`src/rtl/router_pkg.sv`:
```
// Shared types and constants for the router 1x3 destination FIFOs.
package router_pkg;

  localparam int ROUTER_DW         = 8;
  localparam int ROUTER_FIFO_DEPTH = 16;
  localparam int TIMEOUT_CYCLES    = 30;

  typedef struct packed {
    logic       lfd;
    logic [7:0] data;
  } fifo_entry_t;

  typedef logic [5:0] pkt_len_t;

endpackage

```
`src/rtl/router_fifo_timer.sv`:
```
// Stall timer for a destination FIFO: flushes the FIFO when the agent leaves data unread too long.
// Compiled only when ROUTER_FIFO_TIMEOUT_EN is defined.
`ifdef ROUTER_FIFO_TIMEOUT_EN
module router_fifo_timer
  import router_pkg::*;
(
  input  logic clk,
  input  logic reset,
  input  logic valid_i,
  input  logic read_i,
  output logic flush_o
);

  logic [4:0] cnt_q;
  logic [4:0] cnt_d;

  assign flush_o = (cnt_q == 5'(TIMEOUT_CYCLES));

  // A flush, any read, or a drained FIFO restarts the stall window.
  always_comb begin
    cnt_d = cnt_q;
    if (flush_o || read_i || !valid_i) begin
      cnt_d = '0;
    end else begin
      cnt_d = cnt_q + 5'd1;
    end
  end

  always_ff @(posedge clk) begin
    if (reset) begin
      cnt_q <= '0;
    end else begin
      cnt_q <= cnt_d;
    end
  end

endmodule
`endif

```
`src/rtl/router_dest_fifo.sv`:
```
// Per-destination output FIFO with packet-boundary tracking on the read side.
// Optional stall flush enabled by defining ROUTER_FIFO_TIMEOUT_EN.
module router_dest_fifo
  import router_pkg::*;
#(
  parameter int DEPTH = ROUTER_FIFO_DEPTH,
  parameter int DW    = ROUTER_DW
) (
  input  logic          clk,
  input  logic          reset,
  input  logic          soft_reset,
  input  logic          write_enb,
  input  logic          lfd_state,
  input  logic [DW-1:0] data_in,
  input  logic          read_enb,
  output logic [DW-1:0] data_out,
  output logic          valid_out,
  output logic          full,
  output logic          empty,
  output logic          pkt_rd_done
);

  localparam int AW = $clog2(DEPTH);

  logic [DW:0]   mem_q [DEPTH];
  logic [AW:0]   wrPtr_q, wrPtr_d;
  logic [AW:0]   rdPtr_q, rdPtr_d;
  logic [6:0]    count_q, count_d;
  logic [DW-1:0] dataOut_q, dataOut_d;
  logic          pktDone_q, pktDone_d;

  logic          flushTimeout;
  logic          clearAll;
  logic          doWrite;
  logic          doRead;
  logic [DW:0]   rdEntry;
  pkt_len_t      hdrLen;

`ifdef ROUTER_FIFO_TIMEOUT_EN
  router_fifo_timer uTimer (
    .clk     (clk),
    .reset   (reset | soft_reset),
    .valid_i (valid_out),
    .read_i  (read_enb),
    .flush_o (flushTimeout)
  );
`else
  assign flushTimeout = 1'b0;
`endif

  assign clearAll  = reset | soft_reset | flushTimeout;

  assign empty     = (wrPtr_q == rdPtr_q);
  assign full      = (wrPtr_q[AW-1:0] == rdPtr_q[AW-1:0]) && (wrPtr_q[AW] != rdPtr_q[AW]);
  assign valid_out = ~empty;

  assign doWrite   = write_enb & ~full;
  assign doRead    = read_enb & ~empty;

  assign rdEntry   = mem_q[rdPtr_q[AW-1:0]];
  assign hdrLen    = rdEntry[7:2];

  // Header reads (re)load payload+parity length; the final byte of a packet raises the done pulse.
  always_comb begin
    wrPtr_d   = wrPtr_q;
    rdPtr_d   = rdPtr_q;
    count_d   = count_q;
    dataOut_d = dataOut_q;
    pktDone_d = 1'b0;
    if (doWrite) begin
      wrPtr_d = wrPtr_q + 1'b1;
    end
    if (doRead) begin
      rdPtr_d   = rdPtr_q + 1'b1;
      dataOut_d = rdEntry[DW-1:0];
      if (rdEntry[DW]) begin
        count_d = {1'b0, hdrLen} + 7'd1;
      end else if (count_q != 7'd0) begin
        count_d = count_q - 7'd1;
        if (count_q == 7'd1) begin
          pktDone_d = 1'b1;
        end
      end
    end
  end

  always_ff @(posedge clk) begin
    if (clearAll) begin
      wrPtr_q   <= '0;
      rdPtr_q   <= '0;
      count_q   <= '0;
      dataOut_q <= '0;
      pktDone_q <= 1'b0;
    end else begin
      wrPtr_q   <= wrPtr_d;
      rdPtr_q   <= rdPtr_d;
      count_q   <= count_d;
      dataOut_q <= dataOut_d;
      pktDone_q <= pktDone_d;
    end
  end

  // Storage is deliberately never cleared; only the pointers define its contents.
  always_ff @(posedge clk) begin
    if (doWrite && !clearAll) begin
      mem_q[wrPtr_q[AW-1:0]] <= {lfd_state, data_in};
    end
  end

  assign data_out    = dataOut_q;
  assign pkt_rd_done = pktDone_q;

endmodule

```
`config.mk`:
```
export PLATFORM = sky130hd
export DESIGN_NAME = router_dest_fifo
export DESIGN_NICKNAME = d
export VERILOG_FILES = /design/src/rtl/router_pkg.sv /design/src/rtl/router_fifo_timer.sv /design/src/rtl/router_dest_fifo.sv
export SDC_FILE = /design/constraint.sdc
export NUM_CORES = 1
export LEC_CHECK = 0
export CAP_MARGIN = 20
export CORE_ASPECT_RATIO = 0.5
export CORE_MARGIN = 1.5
export CORE_UTILIZATION = 45
export DETAILED_ROUTE_END_ITERATION = 6
export PLACE_DENSITY = 0.72
export SLEW_MARGIN = 20
export SYNTH_ARGS = -nofsm -noshare
export SYNTH_HDL_FRONTEND = slang
export SYNTH_HIERARCHICAL = 1
export SYNTH_SLANG_ARGS = --single-unit
export TNS_END_PERCENT = 10
```
`constraint.sdc`:
```
create_clock -name clk -period 3.53 [get_ports clk]
set_input_delay 0.706 -clock clk [delete_from_list [all_inputs] [get_ports clk]]
set_output_delay 0.706 -clock clk [all_outputs]
set_load 0.005 [all_outputs]
```
## Word level (Yosys, flattened, before mapping)

Memory sizes are Yosys's and may differ from the RTL's. A register that Yosys moved wholly into a read port is not among the register bits.
Index checks and enable logic that the tools add are counted.

| operators by class | value |
|---|---|
| add/subtract/negate cells | 4 |
| eq/ne operators | 4 |
| muxes and demuxes | 7 |
| bitwise logic cells | 7 |
| reductions and logical operators | 7 |

Operator list:

| kind | number |
|---|---|
| $mux 7 | 2 |
| $add 5x1->5 const B | 2 |
| $mux 4 | 2 |
| $add 6x1->7 const B | 1 |
| $eq 7x1->1 const B | 1 |
| $reduce_bool 7->1 | 1 |
| $sub 7x1->7 const B | 1 |
| $eq 5x5->1 | 1 |
| $eq 4x4->1 | 1 |
| $not 1->1 | 4 |
| $reduce_or 4->1 | 1 |
| $mux 1 | 3 |
| $and 1x1->1 | 2 |
| $logic_and 1x1->1 | 2 |
| $reduce_and 2->1 | 1 |
| $reduce_bool 2->1 | 1 |
| $logic_not 1->1 | 1 |
| $ne 1x1->1 | 1 |
| $or 1x1->1 | 1 |

| word-level totals | value |
|---|---|
| register bits after elaboration | 26 |
| memory bits (writable) | 144 |
| bits of input ports | 14 |
| memories | 1 |

Memory list:

| memory | words | width | read ports | clocked after memory_dff | wr ports | line | text |
|---|---|---|---|---|---|---|---|
| mem_q | 16 | 9 | 1 | 1 | 1 | router_dest_fifo.sv:25 | `logic [DW:0] mem_q [DEPTH];` |

## Longest topological paths before layout

Gate-level depths: netlist (run 1).

| logic depth | value |
|---|---|
| depth after elaboration | 7 |
| mapped depth | 9 |

## Worst setup path before layout (run 1)

No wires, ideal clock.

| path | value |
|---|---|
| kind | register -> register |
| from | reg wrPtr_q[3] |
| to | mem mem_q[3][0] (netlist bit) (enable) |
| library setup time | 0.387 ns |
| arrival time | 2.217 ns |
| data required time | 3.143 ns |
| setup slack | 0.927 ns |
| cell stages (with the launch flop) | 7 |
| period minus slack after synthesis | 2.603 ns |
| cells stage by stage | dfxtp_1 -> clkbuf_1 -> xor2_1 -> nor4_1 -> a21boi_1 -> nand3_1 -> nor3_1 |

| on the way | value |
|---|---|
| word-level cells in the longest chain between the ends | 7 |

Ends and longest elaborated chain:

| item | line | text |
|---|---|---|
| from (decl) | router_dest_fifo.sv:26 | `logic [AW:0] wrPtr_q, wrPtr_d;` |
| from (signal assigned) | router_dest_fifo.sv:95 | `wrPtr_q <= wrPtr_d;` |
| $eq 4x4->1 | router_dest_fifo.sv:54 | `assign full = (wrPtr_q[AW-1:0] == rdPtr_q[AW-1:0]) && (wrPtr_q[AW] != rdPtr_q[AW]);` |
| $logic_and 1x1->1 | router_dest_fifo.sv:54 |  |
| $not 1->1 | router_dest_fifo.sv:57 | `assign doWrite = write_enb & ~full;` |
| $and 1x1->1 | router_dest_fifo.sv:57 |  |
| $logic_and 1x1->1 | router_dest_fifo.sv:105 | `if (doWrite && !clearAll) begin` |
| $mux 1 | router_dest_fifo.sv:105 |  |
| $mux 1 (not written as such) | router_dest_fifo.sv:106 | `mem_q[wrPtr_q[AW-1:0]] <= {lfd_state, data_in};` |
| to (decl) | router_dest_fifo.sv:25 |  |

Parallel ways exist; a longest one is shown, timed or not.

## Worst setup path after layout (run 1)

| path | value |
|---|---|
| from | reg wrPtr_q[3] |
| to | out empty |

| on the way | value |
|---|---|
| word-level cells in the longest chain between the ends | 1 |

Ends and longest elaborated chain:

| item | line | text |
|---|---|---|
| $eq 5x5->1 | router_dest_fifo.sv:53 | `assign empty = (wrPtr_q == rdPtr_q);` |
| to (decl) | router_dest_fifo.sv:19 | `output logic empty,` |

Every way passes these cells.

==> results of run 1 <==
## placed cells by master, fill, tap and decap left out, types with 2 or more instances in the layout
cell and n:
sky130_fd_sc_hd__ha_1 9, sky130_fd_sc_hd__dfxtp_1 29, sky130_fd_sc_hd__or2_2 2, sky130_fd_sc_hd__o21ai_1 3, sky130_fd_sc_hd__mux4_2 38, sky130_fd_sc_hd__clkdlybuf4s50_1 25
sky130_fd_sc_hd__xor2_1 14, sky130_fd_sc_hd__clkinv_4 4, sky130_fd_sc_hd__clkbuf_16 17, sky130_fd_sc_hd__inv_1 7, sky130_fd_sc_hd__o21ai_0 5, sky130_fd_sc_hd__bufinv_16 2
sky130_fd_sc_hd__a21oi_1 13, sky130_fd_sc_hd__nand2b_1 3, sky130_fd_sc_hd__nor2_1 27, sky130_fd_sc_hd__a21boi_1 2, sky130_fd_sc_hd__xnor2_1 4, sky130_fd_sc_hd__mux4_1 5
sky130_fd_sc_hd__nand4_1 8, sky130_fd_sc_hd__nand2_1 29, sky130_fd_sc_hd__a22oi_1 4, sky130_fd_sc_hd__clkinv_1 3, sky130_fd_sc_hd__edfxtp_1 144, sky130_fd_sc_hd__inv_8 3
sky130_fd_sc_hd__nor2b_1 4, sky130_fd_sc_hd__buf_4 30, sky130_fd_sc_hd__nor4_1 4, sky130_fd_sc_hd__nand3_1 10, sky130_fd_sc_hd__nor3_1 4
## worst register-to-register path: cells and delay by family, from the launching register on
kind / cells / cell delay (ns)
muxes: 2 / 0.86
DFF: 1 / 0.75
buffers and inverters: 1 / 0.35
adders and majority gates: 1 / 0.26
AOI/OAI and AO/OA: 2 / 0.25
xor gates and xnor gates: 1 / 0.17
## path summary, 6_finish.rpt
path	depth (start not counted)	from	endpoint	slack, ns
min reg2reg	2	data_out[5]$_SDFFE_PP0P_	data_out[5]$_SDFFE_PP0P_	0.45
min	2	data_out[5]$_SDFFE_PP0P_	data_out[5]$_SDFFE_PP0P_	0.45
max	5	wrPtr_q[3]$_SDFFE_PP0P_	empty	0.45
max reg2reg	7	flip-flop	count_q[2]$_SDFFE_PP0P_	0.75
## through the flow
| stage | total power [W] | instance area (um2) | instances | setup WS (ns) |
|---|---|---|---|---|
| floorplan | 0.00235 | 7050 | 408 | 0.927 |
| global placement | 0.00241 | 7680 | 648 | 0.818 |
| detailed placement | 0.00241 | 7680 | 648 | 0.802 |
| CTS | 0.00427 | 8270 | 680 | 0.426 |
| global route | 0.00435 | 8270 | 680 | 0.228 |
| finish | 0.00424 | 8270 | 680 | 0.452 |
## Yosys cell counts, types with 5 or more instances
master / number / share of area (%)
sky130_fd_sc_hd__a21oi_1: 13 / 0.92
sky130_fd_sc_hd__buf_2: 5 / 0.35
sky130_fd_sc_hd__clkbuf_1: 8 / 0.43
sky130_fd_sc_hd__dfxtp_1: 30 / 8.5
sky130_fd_sc_hd__edfxtp_1: 144 / 61
sky130_fd_sc_hd__ha_1: 9 / 1.6
sky130_fd_sc_hd__inv_1: 7 / 0.37
sky130_fd_sc_hd__mux4_1: 5 / 1.9
sky130_fd_sc_hd__mux4_2: 38 / 12
sky130_fd_sc_hd__nand2_1: 29 / 1.5
sky130_fd_sc_hd__nand3_1: 10 / 0.71
sky130_fd_sc_hd__nand4_1: 8 / 0.71
sky130_fd_sc_hd__nor2_1: 27 / 1.4
sky130_fd_sc_hd__o21ai_0: 5 / 0.35
sky130_fd_sc_hd__xor2_1: 14 / 1.7
## area by class of cell
cell class,instances,area (um2)
clock inverters,15,161
clock buffers,17,425
inverters,8,30.0
repair buffers,55,475
fillers,1197,7110
well taps,204,255
flip-flops and latches,174,4930
multi-input cells,207,1990
## state kept, by name, indices dropped and copies added (netlist names), named ones only
name	cells
mem_q	144
data_out	8
count_q	7
rdPtr_q	5
wrPtr_q	5
pkt_rd_done	1
## power breakdown
part	total [W]	leakage, nW	switching, W	internal [W]
registers	0.00223	1.54	0.00000657	0.00223
clock network	0.00187	0.286	0.000815	0.00105
logic	0.000137	0.873	0.0000785	0.0000586
## logic make-up (layout without fill, tap and decap cells)
family                     count (synthesis)  count (layout)  synth area share, %
DFF                                      174             174                 69.8
and+or+nand+nor                           99              99                 6.92
muxes                                     43              43                 14.0
AOI/OAI and AO/OA                         38              38                 3.53
buffers and inverters                     27              95                 1.92
xor gates and xnor gates                  18              18                 2.23
adders and majority gates                  9               9                 1.60
## routing by layer
layer | wire length, um | vias to the layer above | GRT usage [%]
met1 | 6720 | 1950 | 26.7
met4 | 408 | 0 | 9.59
met3 | 842 | 28 | 3.81
met5 | 0 | - | 0
met2 | 6670 | 134 | 29.9
li1 | - | 1710 | -
==> impl_metrics.csv, run 1 <==
group,metric,value,unit
floorplan,fp.dieArea,16500,um2
detailed_routing,routed_wl_per_cell,21.5,um
clocking,clk_transition_reported_paths,0.06,ns
detailed_routing,via_count,3822,
synth,syn-num-nets,431,
floorplan,io-pin-count,26,
setup_path,cp_data_arrival_time,2.37,ns
synth,synth-seq-area-share,69.8,%
sta,fin_setup_tns,0,ns
floorplan,placementRows,32,
floorplan,die-height,91.5,um
power_and_ir_drop,power.density,513,nW/um2
sta,slew_headroom,48.7,%
clocking,clk_root_buffer_cell,"sky130_fd_sc_hd__clkbuf_16",
detailed_routing,post_drt_via_cell_ratio,5.62,
global_route,grt_pass1_wl,22.8,mm
clocking,cts_hold_repair.buffers,0,
synth,netlist_instances,408,
detailed_routing,dr.first_iter.drc_count,399,
power_and_ir_drop,max-vdd-ir-drop,369,uV
placement,post-dp-hpwl,8.97,mm
synth,synth-warning-count,6,
sta,period_share,87.2,%
synth,synth_cell_area,7050,um2
clocking,cts_max_level,4,
clocking,cts_num_sinks,174,
detailed_routing,antenna_left,0,
floorplan,start_util,45.9,%
clocking,post_cts_resize_count,0,
synth,async_flop_share,0,%
sta,timing.final.hold_violations,0,
clocking,clock_path_buffers,2,
outcome,run_status,"finished, violations left",
sta,finalSetupViolations,0,
clocking,tritoncts,"yes",
outcome,violated_checks,"DRC",
job,max-cap-violations,0,
worst_hold_path,hold_class,"reg -> reg",
placement,place.gp.congestion,0.764,
sta,fmax,0.325,GHz
global_route,grt_start_max_net_pins,26,
power_and_ir_drop,p_leak,2.70,nW
setup_path,worst_path_dominant_cell_family,"simple AND/OR/NAND/NOR gates",
sta,period_minus_slack,3.08,ns
synth,ys.flop_type,"sky130_fd_sc_hd__edfxtp_1",
synth,yosys_register_bits,174,
global_route,track_usage,19.4,%
sta,max_slew.worst_pin.slew,0.768,ns
setup_path,timing.setup.critical_path_class,"reg -> out",
clocking,number_of_clock_buffers_inserted_by_tritoncts,17,
setup_path,critical_path.max_stage_delay,0.59,ns
final_layout,final_net_count,486,
floorplan,coreArea,15400,um2
setup_path,path_cells,"xor2_1, nor4_1, nand2_1, inv_1, clkdlybuf4s50_1",
sta,clock_skew,0.00697,ns
detailed_routing,first_pass_iters,7,
final_layout,finished_core_util,53.8,%
setup_path,slowest_stage,"sky130_fd_sc_hd__nor4_1",
setup_path,crit_path_max_fanout,10,
floorplan,die_width,180,um
synth,synth_edf_count,144,
clocking,setup_buffers_after_cts,0,
global_route,first_global_vias,3856,
final_layout,layout-drive-gt1-share,22.7,%
setup_path,cp_data_required_time,2.82,ns
sta,whs,0.454,ns
setup_path,buffers_and_inverters_on_the_worst_path,2,
synth,synthDistinctLibCells,48,
detailed_routing,drt_wl_total,14.6,mm
setup_path,start_kind,"flip-flop",
setup_path,end_kind,"output pin",
global_route,antenna_violations_before_repair,0,
synth,postSynthAreaPerCell,17.3,um2
detailed_routing,drc,3,
clocking,latest_clock_arrival_within_the_worst_skew_pair,0.43,ns
global_route,grt_overflow,0,
placement,portBuffers,25,
final_layout,antennaDiodeCount,0,
final_layout,layout-area-overhead-vs-synth,17.2,%
sta,finalMaxSlewViolations,0,
sta,rsz_0062_raised_after_global_routing,"no",
No activity file was read; power rests on OpenSTA's default activity.
==> run 2, diff against run 1 <==
Settings changed: ABC_CLOCK_PERIOD_IN_PS set to 3530, GPL_TIMING_DRIVEN set to 0.
==> run 2 against run 1 <==
  * Largest power group unchanged
  * Cell count down 0.74%
  * Clock skew is 0.0033 ns higher
  * First-iteration DRC count shrank 5.0%
  * Sequential power is essentially flat
  * Global-route usage is 1.2 points lower
  * The run now ends clean
  * Sequential share of layout area shrank 0.12 points
==> impl_metrics.csv, run 2 (synthesized netlist as in run 1, its figures left out) <==
group,metric,value,unit
sta,timing.final.ws_setup,0.211,ns
clocking,number_of_clock_buffers_inserted_by_tritoncts,17,
global_route,grt_pass1_wl,21.7,mm
power_and_ir_drop,combinationalPowerShare,3.2,%
final_layout,largest_register_ffs,144,
setup_path,regToRegStartpoint,"wrPtr_q[3]$_SDFFE_PP0P_",
final_layout,layout.filler_cells,1198,
sta,slew_headroom,26.9,%
setup_path,ff2ff_setup_slack,0.21,ns
placement,portBuffers,25,
floorplan,coreArea,15400,um2
setup_path,timing.setup.critical_path_class,"reg -> reg",
worst_hold_path,hold_class,"reg -> reg",
placement,placement.setup.worst_slack,0.103,ns
sta,period_minus_slack,3.32,ns
power_and_ir_drop,max-vdd-ir-drop,369,uV
detailed_routing,routed_wl_per_cell,21.0,um
clocking,tritoncts,"yes",
final_layout,mostFrequentLayoutCells,"sky130_fd_sc_hd__edfxtp_1, sky130_fd_sc_hd__mux4_2, sky130_fd_sc_hd__dfxtp_1",
placement,post-dp-hpwl,9.10,mm
sta,clock_skew,0.0103,ns
power_and_ir_drop,switchingPower,0.000918,W
global_route,first_global_vias,3699,
detailed_routing,met2RoutedLength,6.64,mm
placement,placed_cells,642,
setup_path,worstSetupEndpoint,"mem_q[8][0]$_DFFE_PP_",
power_and_ir_drop,power,0.00434,W
setup_path,slowest_stage,"sky130_fd_sc_hd__nor2_1",
sta,timing.final.hold_violations,0,
clocking,clk_root_buffer_cell,"sky130_fd_sc_hd__clkbuf_16",
sta,finalSetupViolations,0,
detailed_routing,first_pass_iters,7,
sta,fmax,0.301,GHz
clocking,clk_transition_reported_paths,0.07,ns
job,max-cap-violations,0,
power_and_ir_drop,internal_power,0.00342,W
floorplan,die-height,91.5,um
detailed_routing,met3WireLength,812,um
outcome,run_status,"finished, final reports clean",
detailed_routing,antenna_left,0,
power_and_ir_drop,p_leak,2.67,nW
sta,period_share,94.0,%
setup_path,cp_data_required_time,3.57,ns
setup_path,critical_path.max_stage_delay,0.91,ns
power_and_ir_drop,p_sw_share,21.1,%
final_layout,layout_commonest_cell,"sky130_fd_sc_hd__edfxtp_1",
final_layout,final_net_count,481,
setup_path,end_kind,"flip-flop",
placement,place.gp.congestion,0.807,
clocking,cts_num_sinks,174,
floorplan,fp.dieArea,16500,um2
final_layout,layout-area-overhead-vs-synth,17.4,%
clocking,clock_path_buffers,2,
global_route,grt_overflow,0,
detailed_routing,dr.first_iter.drc_count,379,
clocking,cts_hold_repair.buffers,0,
floorplan,die_width,180,um
worst_hold_path,hold_start,"data_out[7]$_SDFFE_PP0P_",
setup_path,startpoint,"wrPtr_q[3]$_SDFFE_PP0P_",
detailed_routing,post_drt_via_cell_ratio,5.56,
clocking,post_cts_resize_count,0,
power_and_ir_drop,power.density,524,nW/um2
global_route,antenna_violations_before_repair,0,
power_and_ir_drop,clockPowerShare,45.4,%
setup_path,r2r.worst_path.cells,6,
clocking,cts_max_level,4,
final_layout,layout.cells.non_filler,675,
setup_path,crit_path_max_fanout,10,
final_layout,layout-drive-gt1-share,21.9,%
sta,max_slew.worst_pin.slew,1.09,ns
clocking,latest_clock_arrival_within_the_worst_skew_pair,0.43,ns
sta,finalMaxSlewViolations,0,
detailed_routing,via_count,3752,
setup_path,path_cells,"clkbuf_1, xor2_1, nor4_2, a21boi_1, nand3_1, nor2_1",
floorplan,io-pin-count,26,
detailed_routing,drt_wl_total,14.2,mm
power_and_ir_drop,sequential_cell_fraction_of_total_power,51.4,%
setup_path,crit-reg2reg-capture,"mem_q[8][0]$_DFFE_PP_",
setup_path,start_kind,"flip-flop",
global_route,track_usage,18.2,%
floorplan,placementRows,32,
final_layout,antennaDiodeCount,0,
global_route,grt_start_max_net_pins,18,
floorplan,start_util,45.9,%
setup_path,cp_data_arrival_time,3.36,ns
detailed_routing,highest_layer,"met4",
detailed_routing,drc,0,
detailed_routing,drt-met1-wl,6.53,mm
clocking,setup_buffers_after_cts,0,
[run 2: changes by cell type in the layout (fill, tap and decap cells not counted), sizes merged]
cell / delta
inv: +4
clkinv: -5
clkbuf: +8
bufinv: +1
buf: -13
[run 2: cell type report]
cell class | count | area, um2 | share of cell area [%]
multi-input cells | 207 | 2030 | 24.5
clock buffers | 17 | 425 | 5.14
inverters | 8 | 30.0 | 0.363
repair buffers | 31 | 314 | 3.79
plain buffers | 19 | 105 | 1.27
clock inverters | 15 | 195 | 2.36
well taps | 204 | 255 | 3.08
flip-flops and latches | 174 | 4920 | 59.5
[run 2: metrics by stage]
step | TNS [ns] | util, % | hold slack, ns | instance area [um2]
2_1_floorplan | 0 | - | 0.453 | 7050
3_3_place_gp | -11.56 | 49.2 | 0.446 | 7560
3_5_place_dp | 0 | 49.7 | 0.453 | 7640
4_1_cts | 0 | 53.7 | 0.463 | 8260
5_1_grt | -0.0973 | 53.9 | 0.488 | 8280
6_report | 0 | 53.9 | 0.458 | 8280
[run 2: how the worst min path moves through the flow]
stage / slack (ns) / endpoint / cells after the start
2_1_floorplan: 0.45 / data_out[0]$_SDFFE_PP0P_ / 2
3_3_place_gp: 0.45 / data_out[5]$_SDFFE_PP0P_ / 2
3_5_place_dp: 0.45 / data_out[7]$_SDFFE_PP0P_ / 2
4_1_cts: 0.46 / data_out[7]$_SDFFE_PP0P_ / 2
5_1_grt: 0.49 / data_out[7]$_SDFFE_PP0P_ / 2
6_report: 0.46 / data_out[7]$_SDFFE_PP0P_ / 2
[run 2: critical path, delay by kind of cell, from the launching register on]
| kind | cells | cell delay, ns |
|---|---|---|
| simple gates | 3 | 1.34 |
| buf+inv | 1 | 0.44 |
| compound gates | 1 | 0.62 |
| xor+xnor | 1 | 0.22 |
| flops | 1 | 0.30 |
[run 2: power groups by stage]
stage | sequential [W] | combinational, W | clock (W)
4_1_cts | 0.00223 | 0.000141 | 0.00199
3_3_place_gp | 0.00228 | 0.000134 | 0
2_1_floorplan | 0.00228 | 0.0000755 | 0
6_report | 0.00223 | 0.000141 | 0.00197
5_1_grt | 0.00223 | 0.000154 | 0.00206
3_5_place_dp | 0.00228 | 0.000140 | 0
[run 2: routing by layer]
| layer | track usage [%] | up-vias |
|---|---|---|
| li1 | - | 1707 |
| met1 | 25.3 | 1909 |
| met2 | 28.5 | 124 |
| met3 | 3.77 | 12 |
| met4 | 7.14 | 0 |
| met5 | 0 | - |
==> run 3, diff against run 2 <==
Settings changed: PLACE_DENSITY 0.72 to unset, PLACE_DENSITY_LB_ADDON set to 0.05.
==> run 3 against run 2 <==
  * Via count up 0.80%
  * Sequential power about the same
  * Count of clock-buffer cells in the layout up 1
  * Critical endpoint is now mem_q[3][7]$_DFFE_PP_
  * Highest routed layer unchanged
==> impl_metrics.csv, run 3 (synthesized netlist as in run 1, its figures left out) <==
group,metric,value,unit
clocking,setup_buffers_after_cts,0,
power_and_ir_drop,max-vdd-ir-drop,323,uV
setup_path,regToRegStartpoint,"wrPtr_q[3]$_SDFFE_PP0P_",
worst_hold_path,hold_start,"data_out[0]$_SDFFE_PP0P_",
setup_path,critical_path.max_stage_delay,0.63,ns
final_layout,mostFrequentLayoutCells,"sky130_fd_sc_hd__edfxtp_1, sky130_fd_sc_hd__mux4_2, sky130_fd_sc_hd__dfxtp_1",
setup_path,ff2ff_setup_slack,0.25,ns
setup_path,path_cells,"clkbuf_1, xor2_1, nor4_2, a21boi_1, nand3_1, nor3_2, buf_6",
floorplan,coreArea,15400,um2
global_route,grt_overflow,0,
sta,finalSetupViolations,0,
sta,period_share,92.8,%
detailed_routing,antenna_left,0,
setup_path,crit_path_max_fanout,10,
placement,portBuffers,25,
detailed_routing,post_drt_via_cell_ratio,5.60,
power_and_ir_drop,p_sw_share,22.7,%
global_route,antenna_violations_before_repair,0,
floorplan,placementRows,32,
sta,max_slew.worst_pin.slew,0.842,ns
floorplan,io-pin-count,26,
clocking,cts_num_sinks,174,
setup_path,crit-reg2reg-capture,"mem_q[3][7]$_DFFE_PP_",
sta,slew_headroom,43.9,%
power_and_ir_drop,switchingPower,0.000950,W
placement,place.gp.congestion,0.868,
setup_path,slowest_stage,"sky130_fd_sc_hd__a21boi_1",
sta,timing.final.hold_violations,0,
setup_path,startpoint,"wrPtr_q[3]$_SDFFE_PP0P_",
worst_hold_path,min_to,"data_out[0]$_SDFFE_PP0P_",
sta,whs,0.458,ns
final_layout,antennaDiodeCount,0,
global_route,grt_start_max_net_pins,19,
setup_path,end_kind,"flip-flop",
clocking,cts_max_level,4,
final_layout,layout-area-overhead-vs-synth,16.9,%
setup_path,cp_data_arrival_time,3.40,ns
power_and_ir_drop,power.density,507,nW/um2
floorplan,start_util,45.9,%
floorplan,fp.dieArea,16500,um2
job,max-cap-violations,0,
sta,fmax,0.305,GHz
setup_path,start_kind,"flip-flop",
setup_path,r2r.worst_path.cells,7,
power_and_ir_drop,sequential_cell_fraction_of_total_power,53.4,%
detailed_routing,dr.first_iter.drc_count,322,
clocking,latest_clock_arrival_within_the_worst_skew_pair,0.42,ns
floorplan,die_width,180,um
clocking,clk_root_buffer_cell,"sky130_fd_sc_hd__clkbuf_16",
setup_path,buffers_and_inverters_on_the_worst_path,2,
global_route,grt_pass1_wl,23.2,mm
detailed_routing,first_pass_iters,4,
setup_path,timing.setup.critical_path_class,"reg -> reg",
worst_hold_path,hold_class,"reg -> reg",
clocking,number_of_clock_buffers_inserted_by_tritoncts,17,
final_layout,layout_commonest_cell,"sky130_fd_sc_hd__edfxtp_1",
clocking,clk_transition_reported_paths,0.07,ns
outcome,run_status,"finished, final reports clean",
worst_hold_path,hold-path-cell-count,2,
final_layout,largest_register_ffs,144,
global_route,first_global_vias,3850,
power_and_ir_drop,p_leak,2.64,nW
detailed_routing,drt_wl_total,15.0,mm
power_and_ir_drop,clockPowerShare,43.2,%
sta,period_minus_slack,3.28,ns
clocking,tritoncts,"yes",
setup_path,worst_path_dominant_cell_family,"simple AND/OR/NAND/NOR gates",
sta,clock_skew,0.0148,ns
global_route,track_usage,19.7,%
floorplan,die-height,91.5,um
final_layout,layout-drive-gt1-share,22.9,%
detailed_routing,routed_wl_per_cell,22.2,um
detailed_routing,drc,0,
power_and_ir_drop,combinationalPowerShare,3.4,%
detailed_routing,via_count,3782,
clocking,clock_path_buffers,2,
sta,rsz_0062_raised_after_global_routing,"no",
setup_path,cp_data_required_time,3.66,ns
final_layout,final_net_count,481,
sta,finalMaxSlewViolations,0,
power_and_ir_drop,internal_power,0.00323,W
power_and_ir_drop,power,0.00418,W
placement,post-dp-hpwl,10.1,mm
[run 3: cell types whose count changed in the layout (fill, tap and decap cells not counted), sizes merged]
cell,delta
bufinv,-3
clkbuf,+1
clkinvlp,+1
inv,+1
[run 3: cell type report]
| class | instances | area, um2 |
|---|---|---|
| Clock buffer | 18 | 429 |
| Sequential cell | 174 | 4920 |
| Tap cell | 204 | 255 |
| Clock inverter | 14 | 143 |
| Multi-Input combinational cell | 207 | 2050 |
| Buffer | 19 | 105 |
| Inverter | 8 | 30.0 |
| Fill cell | 1251 | 7130 |
| Timing Repair Buffer | 31 | 310 |
[run 3: power groups by stage]
stage               sequential (W)  combinational, W  clock [W]
floorplan                  0.00228         0.0000755          0
global placement           0.00228          0.000134          0
detailed placement         0.00228          0.000142          0
CTS                        0.00223          0.000143    0.00183
global route               0.00223          0.000158    0.00192
finish                     0.00223          0.000143    0.00181
[run 3: worst max path at each step]
stage                        endpoint  depth (start not counted)
2_1_floorplan   mem_q[3][0]$_DFFE_PP_                          6
3_3_place_gp    mem_q[3][4]$_DFFE_PP_                          4
3_5_place_dp   mem_q[11][4]$_DFFE_PP_                          4
4_1_cts        mem_q[11][7]$_DFFE_PP_                          6
5_1_grt         mem_q[3][2]$_DFFE_PP_                          7
6_report        mem_q[3][7]$_DFFE_PP_                          7
[run 3: layer usage]
layer	part of all wire [%]	up-vias	GRT usage (%)
met5	0	-	0
met4	0.73	0	5.04
met3	4.6	12	4.41
met2	47	88	31.6
met1	47	1971	27.5
li1	-	1711	-
[run 3: stage by stage]
| stage | area, um2 | setup WS (ns) | utilization [%] | instances | TNS [ns] |
|---|---|---|---|---|---|
| final | 8240 | 0.254 | 53.6 | 675 | 0 |
| after detailed placement | 7660 | -0.0422 | 49.8 | 643 | -0.664 |
| after CTS | 8230 | 0.000823 | 53.5 | 675 | 0 |
| after floorplan | 7050 | 0.927 | - | 408 | 0 |
| after global placement | 7560 | -0.458 | 49.2 | 637 | -16.24 |
| after global routing | 8240 | 0.0782 | 53.6 | 675 | 0 |
[run 3: worst register-to-register path: cells and delay by family, from the launching register on]
kind / cells / cell delay (ns)
flops: 1 / 0.30
buf+inv: 2 / 0.73
compound gates: 1 / 0.63
simple gates: 3 / 1.09
xor+xnor: 1 / 0.23
[run 3: timing repair]
item | CTS | global route
hold buffers | 0 | 0
resized for setup | 0 | 1
endpoints found under the setup margin | 0 | 1
